--- src/rtl/finder_row_scanner_if.sv ---
// Pixel read bus toward the filtered-frame BRAM and the candidate stream toward the consumer.
// The scanner drives through the master view; the BRAM/consumer side uses the slave view.
interface finder_row_scanner_if;
    logic [18:0] pixel_address;
    logic        pixel_data;
    logic [8:0]  cand_x;
    logic [8:0]  cand_y;
    logic [11:0] cand_width;
    logic        cand_valid;
    logic        cand_ready;

    modport master (
        output pixel_address, cand_x, cand_y, cand_width, cand_valid,
        input  pixel_data, cand_ready
    );

    modport slave (
        input  pixel_address, cand_x, cand_y, cand_width, cand_valid,
        output pixel_data, cand_ready
    );
endinterface

--- src/rtl/finder_row_scanner.sv ---
// Raster-scans the filtered binary frame, run-length encodes each row and reports
// dark:light:dark:light:dark groups near the 1:1:3:1:1 finder ratio through a small FIFO.
module finder_row_scanner #(
    parameter int WIDTH        = 480,
    parameter int HEIGHT       = 480,
    parameter int READ_LATENCY = 2,
    parameter int FIFO_DEPTH   = 4,
    parameter int MIN_TOTAL    = 7
) (
    input  logic                 clk_in,
    input  logic                 rst_n_in,
    input  logic                 start_scan,
    finder_row_scanner_if.master bus,
    output logic                 scan_busy,
    output logic                 scan_finished,
    output logic [7:0]           cand_count
);
    localparam int OCC_W = $clog2(FIFO_DEPTH + 1);
    localparam int PTR_W = $clog2(FIFO_DEPTH);
    localparam int SUM_W = $clog2(FIFO_DEPTH + READ_LATENCY + 2) + 1;
    localparam logic [8:0] X_LAST = 9'(WIDTH - 1);
    localparam logic [8:0] Y_LAST = 9'(HEIGHT - 1);

    typedef enum logic [1:0] {IDLE, SCAN, DRAIN, DONE} state_t;
    typedef struct packed {
        logic [8:0]  x;
        logic [8:0]  y;
        logic [11:0] w;
    } cand_t;

    state_t                          state;
    logic [8:0]                      scan_x, scan_y;
    logic [18:0]                     addr;
    logic [READ_LATENCY-1:0]         tag_vld;
    logic [READ_LATENCY-1:0][8:0]    tag_x, tag_y;
    logic [SUM_W-1:0]                in_flight;
    logic                            issue, last_addr;

    logic [8:0]                      run_len;
    logic                            run_colour;
    logic [4:0][8:0]                 hist;
    logic [2:0]                      nruns;

    logic                            in_valid, px, first_px, last_px, change, use_a, use_b;
    logic                            ratio_ok, fire;
    logic [8:0]                      in_x, in_y, new_len;
    logic [4:0][8:0]                 hist_a, hist_b, chk;
    logic [2:0]                      n_a, n_b, chk_n;
    logic [9:0]                      chk_e;
    logic [11:0]                     total;
    logic [13:0]                     t14;
    cand_t                           cand_calc, pend, head;
    logic                            pend_valid;

    cand_t                           fifo_mem [FIFO_DEPTH];
    logic [PTR_W-1:0]                wr_ptr, rd_ptr;
    logic [OCC_W-1:0]                occ;
    logic                            pop;

    function automatic logic [2:0] sat_inc(input logic [2:0] n);
        return (n >= 3'd5) ? 3'd5 : n + 3'd1;
    endfunction

    function automatic logic in_band(input logic [8:0] r, input logic [13:0] lo,
                                     input logic [13:0] hi);
        logic [13:0] p;
        p = 14'(r) * 14'd14;
        return (p >= lo) && (p <= hi);
    endfunction

    function automatic logic [PTR_W-1:0] ptr_inc(input logic [PTR_W-1:0] p);
        return (p == PTR_W'(FIFO_DEPTH - 1)) ? '0 : p + PTR_W'(1);
    endfunction

    // Every slot that could still turn into a FIFO entry is reserved before a read is issued.
    always_comb begin
        // NOTE: combinational outputs get a value on every path before any update, so no latch is inferred.
        in_flight = '0;
        for (int i = 0; i < READ_LATENCY; i++)
            in_flight = in_flight + SUM_W'(tag_vld[i]);
        issue = (state == SCAN) &&
                (SUM_W'(occ) + in_flight + SUM_W'(pend_valid) < SUM_W'(FIFO_DEPTH));
        last_addr = (scan_x == X_LAST) && (scan_y == Y_LAST);
    end

    always_ff @(posedge clk_in) begin
        // NOTE: sequential state uses <= so every register here sees pre-edge values of the others.
        if (!rst_n_in) begin
            state         <= IDLE;
            scan_x        <= '0;
            scan_y        <= '0;
            addr          <= '0;
            scan_busy     <= 1'b0;
            scan_finished <= 1'b0;
            cand_count    <= '0;
        end else begin
            scan_finished <= 1'b0;
            if (pend_valid && cand_count != 8'hFF)
                cand_count <= cand_count + 8'd1;
            case (state)
                IDLE: if (start_scan) begin
                    state      <= SCAN;
                    scan_x     <= '0;
                    scan_y     <= '0;
                    addr       <= '0;
                    scan_busy  <= 1'b1;
                    cand_count <= '0;
                end
                SCAN: if (issue) begin
                    addr <= addr + 19'd1;
                    if (scan_x == X_LAST) begin
                        scan_x <= '0;
                        scan_y <= scan_y + 9'd1;
                    end else begin
                        scan_x <= scan_x + 9'd1;
                    end
                    if (last_addr)
                        state <= DRAIN;
                end
                DRAIN: if (tag_vld == '0 && !pend_valid) begin
                    state         <= DONE;
                    scan_busy     <= 1'b0;
                    scan_finished <= 1'b1;
                end
                DONE:    state <= IDLE;
                default: state <= IDLE;
            endcase
        end
    end

    always_ff @(posedge clk_in) begin
        tag_x[0] <= scan_x;
        tag_y[0] <= scan_y;
        for (int i = 1; i < READ_LATENCY; i++) begin
            tag_x[i] <= tag_x[i-1];
            tag_y[i] <= tag_y[i-1];
        end
        if (!rst_n_in) begin
            tag_vld <= '0;
        end else begin
            tag_vld[0] <= issue;
            for (int i = 1; i < READ_LATENCY; i++)
                tag_vld[i] <= tag_vld[i-1];
        end
    end

    // A pixel can close the previous run (colour change) and, at x==WIDTH-1, its own run too;
    // only one of the two closing runs can be dark, so a single checker suffices.
    always_comb begin
        in_valid = tag_vld[READ_LATENCY-1];
        in_x     = tag_x[READ_LATENCY-1];
        in_y     = tag_y[READ_LATENCY-1];
        px       = bus.pixel_data;
        first_px = (in_x == '0);
        last_px  = (in_x == X_LAST);
        change   = !first_px && (px != run_colour);
        hist_a   = change ? {run_len, hist[4:1]} : hist;
        n_a      = change ? sat_inc(nruns) : nruns;
        new_len  = (first_px || change) ? 9'd1 : run_len + 9'd1;
        hist_b   = {new_len, hist_a[4:1]};
        n_b      = sat_inc(n_a);
        use_a    = change && run_colour;
        use_b    = last_px && px;
        chk      = use_b ? hist_b : hist_a;
        chk_n    = use_b ? n_b : n_a;
        chk_e    = use_b ? 10'(WIDTH) : {1'b0, in_x};
        total    = 12'(chk[0]) + 12'(chk[1]) + 12'(chk[2]) + 12'(chk[3]) + 12'(chk[4]);
        t14      = 14'(total);
        ratio_ok = in_band(chk[0], t14, 14'd3 * t14) && in_band(chk[1], t14, 14'd3 * t14) &&
                   in_band(chk[3], t14, 14'd3 * t14) && in_band(chk[4], t14, 14'd3 * t14) &&
                   in_band(chk[2], 14'd5 * t14, 14'd7 * t14);
        fire     = in_valid && (use_a || use_b) && (chk_n == 3'd5) && ratio_ok &&
                   (total >= 12'(MIN_TOTAL));
        cand_calc.x = 9'(chk_e - 10'(chk[4]) - 10'(chk[3]) - 10'(chk[2]) + 10'(chk[2] >> 1));
        cand_calc.y = in_y;
        cand_calc.w = total;
    end

    always_ff @(posedge clk_in) begin
        if (!rst_n_in) begin
            run_len    <= '0;
            run_colour <= 1'b0;
            hist       <= '0;
            nruns      <= '0;
            pend_valid <= 1'b0;
        end else begin
            pend_valid <= fire;
            if (in_valid) begin
                run_colour <= px;
                run_len    <= new_len;
                if (first_px) begin
                    hist  <= '0;
                    nruns <= '0;
                end else begin
                    hist  <= hist_a;
                    nruns <= n_a;
                end
            end
        end
    end

    // NOTE: payload storage is not reset; occupancy alone defines validity and outputs are gated while empty.
    always_ff @(posedge clk_in) begin
        pend <= cand_calc;
        if (pend_valid)
            fifo_mem[wr_ptr] <= pend;
    end

    assign pop = bus.cand_valid && bus.cand_ready;

    always_ff @(posedge clk_in) begin
        if (!rst_n_in) begin
            wr_ptr <= '0;
            rd_ptr <= '0;
            occ    <= '0;
        end else begin
            if (pend_valid) wr_ptr <= ptr_inc(wr_ptr);
            if (pop)        rd_ptr <= ptr_inc(rd_ptr);
            case ({pend_valid, pop})
                2'b10:   occ <= occ + OCC_W'(1);
                2'b01:   occ <= occ - OCC_W'(1);
                default: occ <= occ;
            endcase
        end
    end

    assign head              = fifo_mem[rd_ptr];
    assign bus.cand_valid    = (occ != '0);
    assign bus.cand_x        = bus.cand_valid ? head.x : '0;
    assign bus.cand_y        = bus.cand_valid ? head.y : '0;
    assign bus.cand_width    = bus.cand_valid ? head.w : '0;
    assign bus.pixel_address = addr;
endmodule
--- src/flat_wrapper.sv ---
// flat-port wrapper written by rule: the top's interface ports become plain ports
module finder_row_scanner_flat 
#(
    parameter int WIDTH        = 480,
    parameter int HEIGHT       = 480,
    parameter int READ_LATENCY = 2,
    parameter int FIFO_DEPTH   = 4,
    parameter int MIN_TOTAL    = 7
)
  (clk_in, rst_n_in, start_scan, scan_busy, scan_finished, cand_count, bus_pixel_address, bus_cand_x, bus_cand_y, bus_cand_width, bus_cand_valid, bus_pixel_data, bus_cand_ready);
  finder_row_scanner_if bus_i ();
  input  logic clk_in;
  input  logic rst_n_in;
  input  logic start_scan;
  output logic scan_busy;
  output logic scan_finished;
  output logic [7:0] cand_count;
  output wire logic [$bits(bus_i.pixel_address)-1:0] bus_pixel_address;
  output wire logic [$bits(bus_i.cand_x)-1:0] bus_cand_x;
  output wire logic [$bits(bus_i.cand_y)-1:0] bus_cand_y;
  output wire logic [$bits(bus_i.cand_width)-1:0] bus_cand_width;
  output wire logic [$bits(bus_i.cand_valid)-1:0] bus_cand_valid;
  input wire logic [$bits(bus_i.pixel_data)-1:0] bus_pixel_data;
  input wire logic [$bits(bus_i.cand_ready)-1:0] bus_cand_ready;
  assign bus_pixel_address = bus_i.pixel_address;
  assign bus_cand_x = bus_i.cand_x;
  assign bus_cand_y = bus_i.cand_y;
  assign bus_cand_width = bus_i.cand_width;
  assign bus_cand_valid = bus_i.cand_valid;
  assign bus_i.pixel_data = bus_pixel_data;
  assign bus_i.cand_ready = bus_cand_ready;
  finder_row_scanner #(.WIDTH(WIDTH), .HEIGHT(HEIGHT), .READ_LATENCY(READ_LATENCY), .FIFO_DEPTH(FIFO_DEPTH), .MIN_TOTAL(MIN_TOTAL)) u_core (.clk_in(clk_in), .rst_n_in(rst_n_in), .start_scan(start_scan), .bus(bus_i), .scan_busy(scan_busy), .scan_finished(scan_finished), .cand_count(cand_count));
endmodule
--- config.mk ---
export PLATFORM = sky130hd
export DESIGN_NAME = finder_row_scanner_flat
export DESIGN_NICKNAME = d
export VERILOG_FILES = /design/src/rtl/finder_row_scanner_if.sv /design/src/rtl/finder_row_scanner.sv /design/src/flat_wrapper.sv
export SDC_FILE = /design/constraint.sdc
export NUM_CORES = 1
export LEC_CHECK = 0
export BUFFER_PORTS_ARGS = -buffer_cell sky130_fd_sc_hd__buf_2
export CAP_MARGIN = 5
export CORE_MARGIN = 3
export CORE_UTILIZATION = 65
export DETAILED_ROUTE_END_ITERATION = 12
export PLACE_DENSITY_LB_ADDON = 0.05
export SYNTH_ARGS = -nofsm -noshare
export SYNTH_HDL_FRONTEND = slang
export SYNTH_SLANG_ARGS = --single-unit
--- constraint.sdc ---
create_clock -name clk_in -period 14.9 [get_ports clk_in]
set_clock_uncertainty 0.15 [all_clocks]
set_input_delay 0.745 -clock clk_in [delete_from_list [all_inputs] [get_ports clk_in]]
set_output_delay 0.745 -clock clk_in [all_outputs]
set_load 0.03 [all_outputs]
; Yosys cells after proc, flatten, opt, wreduce, memory -nomap -nowiden
; Memory sizes are Yosys's and may differ from the RTL's. A register that Yosys moved wholly into a read port is not among the register bits.
; Index checks and enable logic that the tools add are counted.
[word_totals]
ram_bits = 120
n_memories = 1
regBits = 183
out_inout_bits = 60
[classes]
mul = 8
n_addsub = 22
n_lt_le_gt_ge = 14
eq_ne = 18
n_mux = 42
n_reduce_logical = 37
[memory_table]
columns = memory, depth, width, read_ports, rd_clocked_by_memory_dff, write_ports, line_no
row1 = u_core.fifo_mem, 4, 30, 1, 1, 1, finder_row_scanner.sv:55  ; cand_t fifo_mem [FIFO_DEPTH];
[op_table]
columns = op, count
row1 = $mux 45, 3
row2 = $mux 9, 9
row3 = $le 13x14->1, 5
row4 = $mul 9x3->12 const B, 5
row5 = $ge 13x12->1, 4
row6 = $mux 19, 2
row7 = $pmux 19 s2, 1
row8 = $add 12x9->12, 3
row9 = $pmux 9 s2, 2
row10 = $mul 3x12->14 const A, 2
row11 = $add 9x1->9 const B, 3
row12 = $eq 9x9->1 const B, 3
row13 = $sub 9x9->9, 3
row14 = $mux 8, 3
row15 = $logic_and 1x1->1, 21
row16 = $add 19x1->19 const B, 1
row17 = $mux 2, 8
row18 = $mux 3, 5
row19 = $ge 13x14->1, 1
row20 = $mul 2x12->14 const A, 1
row21 = $ge 12x3->1 const B, 1
row22 = $mux 12, 1
row23 = $add 9x9->10, 1
row24 = $eq 2x2->1 const B, 5
row25 = other kinds (29), 48

; Longest topological paths before layout
; Gate-level depths: netlist (run 1).
[logic_depth]
ltp_word = 19
depth_mapped = 41

; Worst setup path before layout (run 1)
; Ideal clock, no wire load.
[synth_path]
path_kind = in2reg
start = input bus_pixel_data
end = register u_core.pend_valid
arrival_ps = 8771
path_stages = 38
slack_ps = 5891
path_cell_list = xnor2_1 -> a31oi_2 -> xnor2_1 -> buf_2 -> buf_2 -> buf_1 -> o22a_1 -> o21ai_0 -> inv_1 -> ha_1 -> a21o_1 -> a21oi_1 -> nand2_1 -> a21oi_1 -> xor2_1 -> fa_1 -> inv_1 -> fa_1 -> [... 2 more ...] -> o21bai_1 -> nand2_1 -> xor2_1 -> inv_1 -> ha_1 -> o21bai_1 -> a211oi_1 -> xnor2_1 -> ha_1 -> a2111oi_0 -> o21ai_0 -> a221oi_1 -> a21boi_0 -> a311o_1 -> o32ai_1 -> o221ai_1 -> o2111ai_1 -> nor4_2
[synth_rtl]
columns = item, line_no
row1 = "start, declared", flat_wrapper.sv:23  ; input wire logic [$bits(bus_i.pixel_data)-1:0] bus_pixel_data;
row2 = "end signal, assigned", finder_row_scanner.sv:187  ; pend_valid <= fire;
row3 = "end, declared", finder_row_scanner.sv:53  ; logic pend_valid;

==> impl_results.md, run 1 <==
- Run status: finished, final reports clean
- Yosys cell types: 90
- DR WL/cell: 20.20 µm
- Unrepaired setup endpoints after global routing: no
- Worst-Margin Slew: between 1 and 1.5 ns
- Largest net degree at the start of global routing: 83
- Number of global-route vias before repair: 15770
- Tcrit/Tclk final: 0.7366
- # setup viols final: 0
- Nets: ~2500
- Antenna viol nets, final: 0
- Total number of vias: 16320
- Starting Density: 0.6623
- Total CTS buffers: 30
- Dpl hpwl: 40.16 mm
- CP required: 15.25 ns
- Setup TNS: 0 ns
- Site Rows: 66
- Grt met3 use: 0.05191
- CP top delay family: compound AO/OA/AOI/OAI gates
- Worst EP arrival: 11.33 ns
- Gr usage total: 0.3007
- Max incr delay on CP: ~0.70 ns
- Post-Syn Area per Cell: 10.19 µm²
- Cell Area, Synth: 21600 µm²
- Layout cell share with drive strength beyond 1: 0.09446
- Met2 usage: 0.4735
- Clock latency on the worst-skew pair: just under 0.6 ns
- Crit path buf inv count: 3
- Initial antenna violation count: 0
- Time the worst path needs with I/O delays and setup: 10.98 ns
- Routability congestion estimate: 0.9187
- Ports: 65
- Drt first-iter violations: 1417
- Vias per Instance: 6.172
- Area grow syn2layout: 8.513%
- Synth Instances: 2121
- Crit-path max FO: 32
- Fraction of the yosys area taken by sequential cells: 0.3382
- Endpoint class of the critical path: register
- Diodes inserted: 0
- Syn Nets: 2486
- YS warnings: 0
- Clock transition at path regs: 0.07 ns
- Slew Limit Fails: 0
- Overall die width: 188.3 µm
- Top cells by count, synth: 265 x ha_1, 185 x dfxtp_1, 185 x inv_1
- Met1 Use GR: 0.4351
- Critical path's slowest cell: nand2_1
- Post-CTS Hold Fix Bufs: 0
- Setup Crit Path Kind: register to register
- CP most frequent cell: nand2_1
- Root Buffer: clkbuf_16
- Most numerous cell in the Yosys netlist: ha_1
- Max Cap Viol: 0
- TritonRoute pass-1 iters: 6
- CTS tree: done
- DIE AREA: approximately 35000 µm²
- Final WL: 53.41 mm
- GRT Residual Overflow: 0
- Residual DRC count: 0
- Fin util: 0.7187
- Die Height: 188.3 µm
- Relative slew slack: 0.3282
- Critical Path Source Type: register
- GRT Max-Usage Layer: met2
- First-pass GRT wire length: 85.00 mm
- Hold slack: 0.1717 ns
- Core area: 32620 µm²
- Largest cells by area after synthesis: dfxtp_1 17%, edfxtp_1 17%, ha_1 15%, fa_1 8.8%, inv_1 3.2%
- H-tree depth: 1
- Max clock buf depth: 3
- Hold crit path type: register to register
- Synthesized flop and latch total: a little over 300
- Final hold violations: 0
- Setup bufs post-CTS: 0
- Clk sink count: 305
- EDFF count, synth: between 100 and 150
- Ys flop type: dfxtp_1
- Top cell type's share of synthesized area: 0.1714
- Post-CTS sizing: 0
- Max Freq: slightly above 0.09 GHz
- Port bufs: 64
- Leading area contributor after synthesis: dfxtp_1
- Asr flop ratio synth: 0
## registers in the layout (all words and copies together), names as in the netlist, 8 cells and up, named ones only
signal / cells
u_core.fifo_mem: 120
u_core.hist: 45
u_core.pend: 30
u_core.bus.pixel_address: 19
u_core.in_x: 9
u_core.in_y: 9
u_core.run_len: 9
u_core.scan_x: 9
u_core.scan_y: 9
u_core.tag_x: 9
u_core.tag_y: 9
u_core.cand_count: 8
## cell type report
cell class	instances	area (µm²)
fillers	2407	9175
clock inverters	11	137.6
clock buffers	44	900.9
well taps	442	553.0
inverters	187	701.9
repair buffers	84	470.5
multi-input cells	1571	13370
flip-flops and latches	305	7310
## cells by family after synthesis
kind of cell | after synthesis | synth area share
simple gates | 557 | 0.1345
fa+ha+maj | 366 | 0.2443
xor+xnor | 127 | 0.05149
buf+inv | 245 | 0.04372
flops | 305 | 0.3382
compound gates | 480 | 0.1513
mux | 41 | 0.03649
## worst paths after layout
path / slack (ns) / startpoint / endpoint / cells past startpoint
max: 3.92 / u_core.run_colour / u_core.pend_valid / 36
min: 0.17 / u_core.in_y[5] / u_core.pend[17] / 0
max reg2reg: 3.92 / u_core.run_colour / u_core.pend_valid / 36
min reg2reg: 0.17 / u_core.in_y[5] / u_core.pend[17] / 0
## metrics by stage
stage | worst slack, ns | std cells | instance area (µm²)
final | 3.924 | 2644 | 23440
after global routing | 3.314 | 2644 | 23440
after CTS | 4.213 | 2644 | 23440
after detailed placement | 3.760 | 2589 | 22410
after global placement | 3.886 | 2589 | 22410
after floorplan | 5.891 | 2121 | 21600
## per-layer routing
metal	wire, µm	part of all wire
met1	23990	0.45
met2	23960	0.45
met3	4086	0.077
met4	1372	0.026
met5	0	0
## layout by cell type, fill, tap and decap left out, types with 35 or more instances in the layout
master and count:
a21oi_1 112, nor2_1 124, fa_1 95, o21a_1 35, edfxtp_1 120, dfxtp_1 183
and2_1 46, nand3_1 37, inv_1 185, xnor2_1 76, a22oi_1 47, nand2_1 103
nor3_1 41, ha_1 265, buf_2 64, o21ai_0 77, nor2b_1 90, xor2_1 50
Power of run 1 is not shown: default switching activity piles up to over one toggle a cycle in this logic, so the estimate is an artifact.
==> run 2, diff against run 1 <==
- CORE_UTILIZATION: 65 -> 64
- clock period: 14.9 -> 11.5 ns (I/O delays scaled with it)
==> run 2 against run 1 <==
  * Die area increased by 1.5%
  * First-iteration DRC count decreased by 2.4%
  * Final cell count increased by 0.26%
  * Setup slack got worse by 2.5 ns
  * Sequential share of layout area decreased by 0.065 points
  * Critical path type unchanged
  * Critical endpoint unchanged
  * Highest routed layer unchanged
==> impl_results.md, run 2 (synthesis gave the netlist of run 1 again) <==
- Unrepaired setup endpoints after global routing: no
- Grt met3 use: 0.04717
- Met2 usage: 0.4646
- Register area: 7308 µm²
- Residual DRC count: 0
- Worst EP arrival: 10.42 ns
- Max Freq: 0.09930 GHz
- Multi-input gate area: 13370 µm²
- Filler cell count: about 2500
- Routability congestion estimate: 0.9626
- Post-CTS Hold Fix Bufs: 0
- Met1 Use GR: 0.4385
- Clock transition at path regs: 0.07 ns
- Setup Crit Path Kind: register to register
- Total CTS buffers: 30
- Relative slew slack: 0.1082
- Core area: 32870 µm²
- Time the worst path needs with I/O delays and setup: 10.07 ns
- Critical path's slowest cell: a31o_2
- Starting Density: 0.6573
- Diodes inserted: 0
- Largest net degree at the start of global routing: 83
- Ports: 65
- Total number of vias: 16310
- Gr usage total: 0.2995
- Number of flip-flops in the largest register: 120
- Worst-Margin Slew: 1.338 ns
- Root Buffer: clkbuf_16
- GRT Max-Usage Layer: met2
- Max clock buf depth: 3
- Area grow syn2layout: 8.722%
- Vias per Instance: 6.151
- Crit-path max FO: 32
- Setup bufs post-CTS: 0
- Tcrit/Tclk final: 0.8757
- GRT Residual Overflow: 0
- # setup viols final: 0
- Layout cell share with drive strength beyond 1: 0.09688
- Nets: 2550
- Drt first-iter violations: 1383
- Port bufs: 64
- Number of global-route vias before repair: about 16000
- Clock latency on the worst-skew pair: ~0.58 ns
- Max Cap Viol: 0
- Critical Path Source Type: register
- Biggest register: u_core.fifo_mem
- Overall die width: 189.7 µm
- H-tree depth: 1
- Commonest non-fill, non-tap cell in the layout: ha_1
- Final WL: 53.63 mm
- Slew Limit Fails: 0
- Die Height: 189.7 µm
- Biggest regs: u_core.fifo_mem: 120 flops, u_core.hist: 45 flops, u_core.pend: 30 flops
- TritonRoute pass-1 iters: 6
- First-pass GRT wire length: 85.67 mm
- Antenna viol nets, final: 0
- CP most frequent cell: ha_1
- Hold crit path type: register to register
- CTS tree: done
- DIE AREA: 36000 µm²
- Site Rows: 66
- Max incr delay on CP: approximately 0.63 ns
- Setup TNS: 0 ns
- Most frequent cells in the layout: 265 x ha_1, 185 x inv_1, 184 x dfxtp_1, 124 x nor2_1, 120 x edfxtp_1
- Dpl hpwl: 40.58 mm
- DR WL/cell: 20.23 µm
- Initial antenna violation count: 0
- Final hold violations: 0
- CP required: between 10 and 15 ns
- Clk sink count: 305
- Endpoint class of the critical path: register
- Run status: finished, final reports clean
- Post-CTS sizing: 0
[run 2: cell count changes in the layout (fill, tap and decap cells not counted), sizes merged]
cell,delta
clkinvlp,+3
clkinv,+6
buf,+6
clkbuf,-11
inv,+1
bufinv,+2
[run 2: routing by layer]
layer	vias to the layer above	share of wire
met2	544	0.45
met4	0	0.030
met1	7916	0.46
li1	7736	-
met3	109	0.066
met5	-	0
[run 2: layout make-up]
class                           instances  area share
Clock buffer                           33     0.03287
Clock inverter                         23     0.01151
Inverter                              187     0.02988
Multi-Input combinational cell       1571      0.5691
Sequential cell                       305      0.3111
Tap cell                              442     0.02354
Timing Repair Buffer                   90     0.02195
[run 2: critical path, delay by kind of cell (launching register included)]
| family | cells | cell delay (ns) |
|---|---|---|
| and+or+nand+nor | 9 | 2.02 |
| DFF | 1 | 0.35 |
| adders and majority gates | 6 | 2.44 |
| AOI/OAI and AO/OA | 15 | 3.73 |
| xor gates and xnor gates | 2 | 0.47 |
| buffers and inverters | 4 | 0.84 |
[run 2: metrics by stage]
step	cells	hold slack [ns]	utilization	setup slack (ns)	instance area, µm²
6_report	2651	0.1763	0.7147	1.429	23490
3_5_place_dp	2595	0.1621	0.6830	1.255	22450
5_1_grt	2651	0.1840	0.7147	0.6109	23490
3_3_place_gp	2595	0.1619	0.6830	1.500	22450
4_1_cts	2651	0.1763	0.7147	1.549	23490
2_1_floorplan	2121	0.1596	-	2.661	21600
[run 2: worst paths after layout]
check | startpoint | end | slack, ns | cells after the start
setup / recovery | u_core.in_x[3] | u_core.pend_valid | 1.43 | 36
hold / removal | u_core.tag_x[2] | u_core.in_x[2] | 0.18 | 0
setup reg to reg | u_core.in_x[3] | u_core.pend_valid | 1.43 | 36
hold reg to reg | u_core.tag_x[2] | u_core.in_x[2] | 0.18 | 0
Power of run 2 is left out for the same reason.
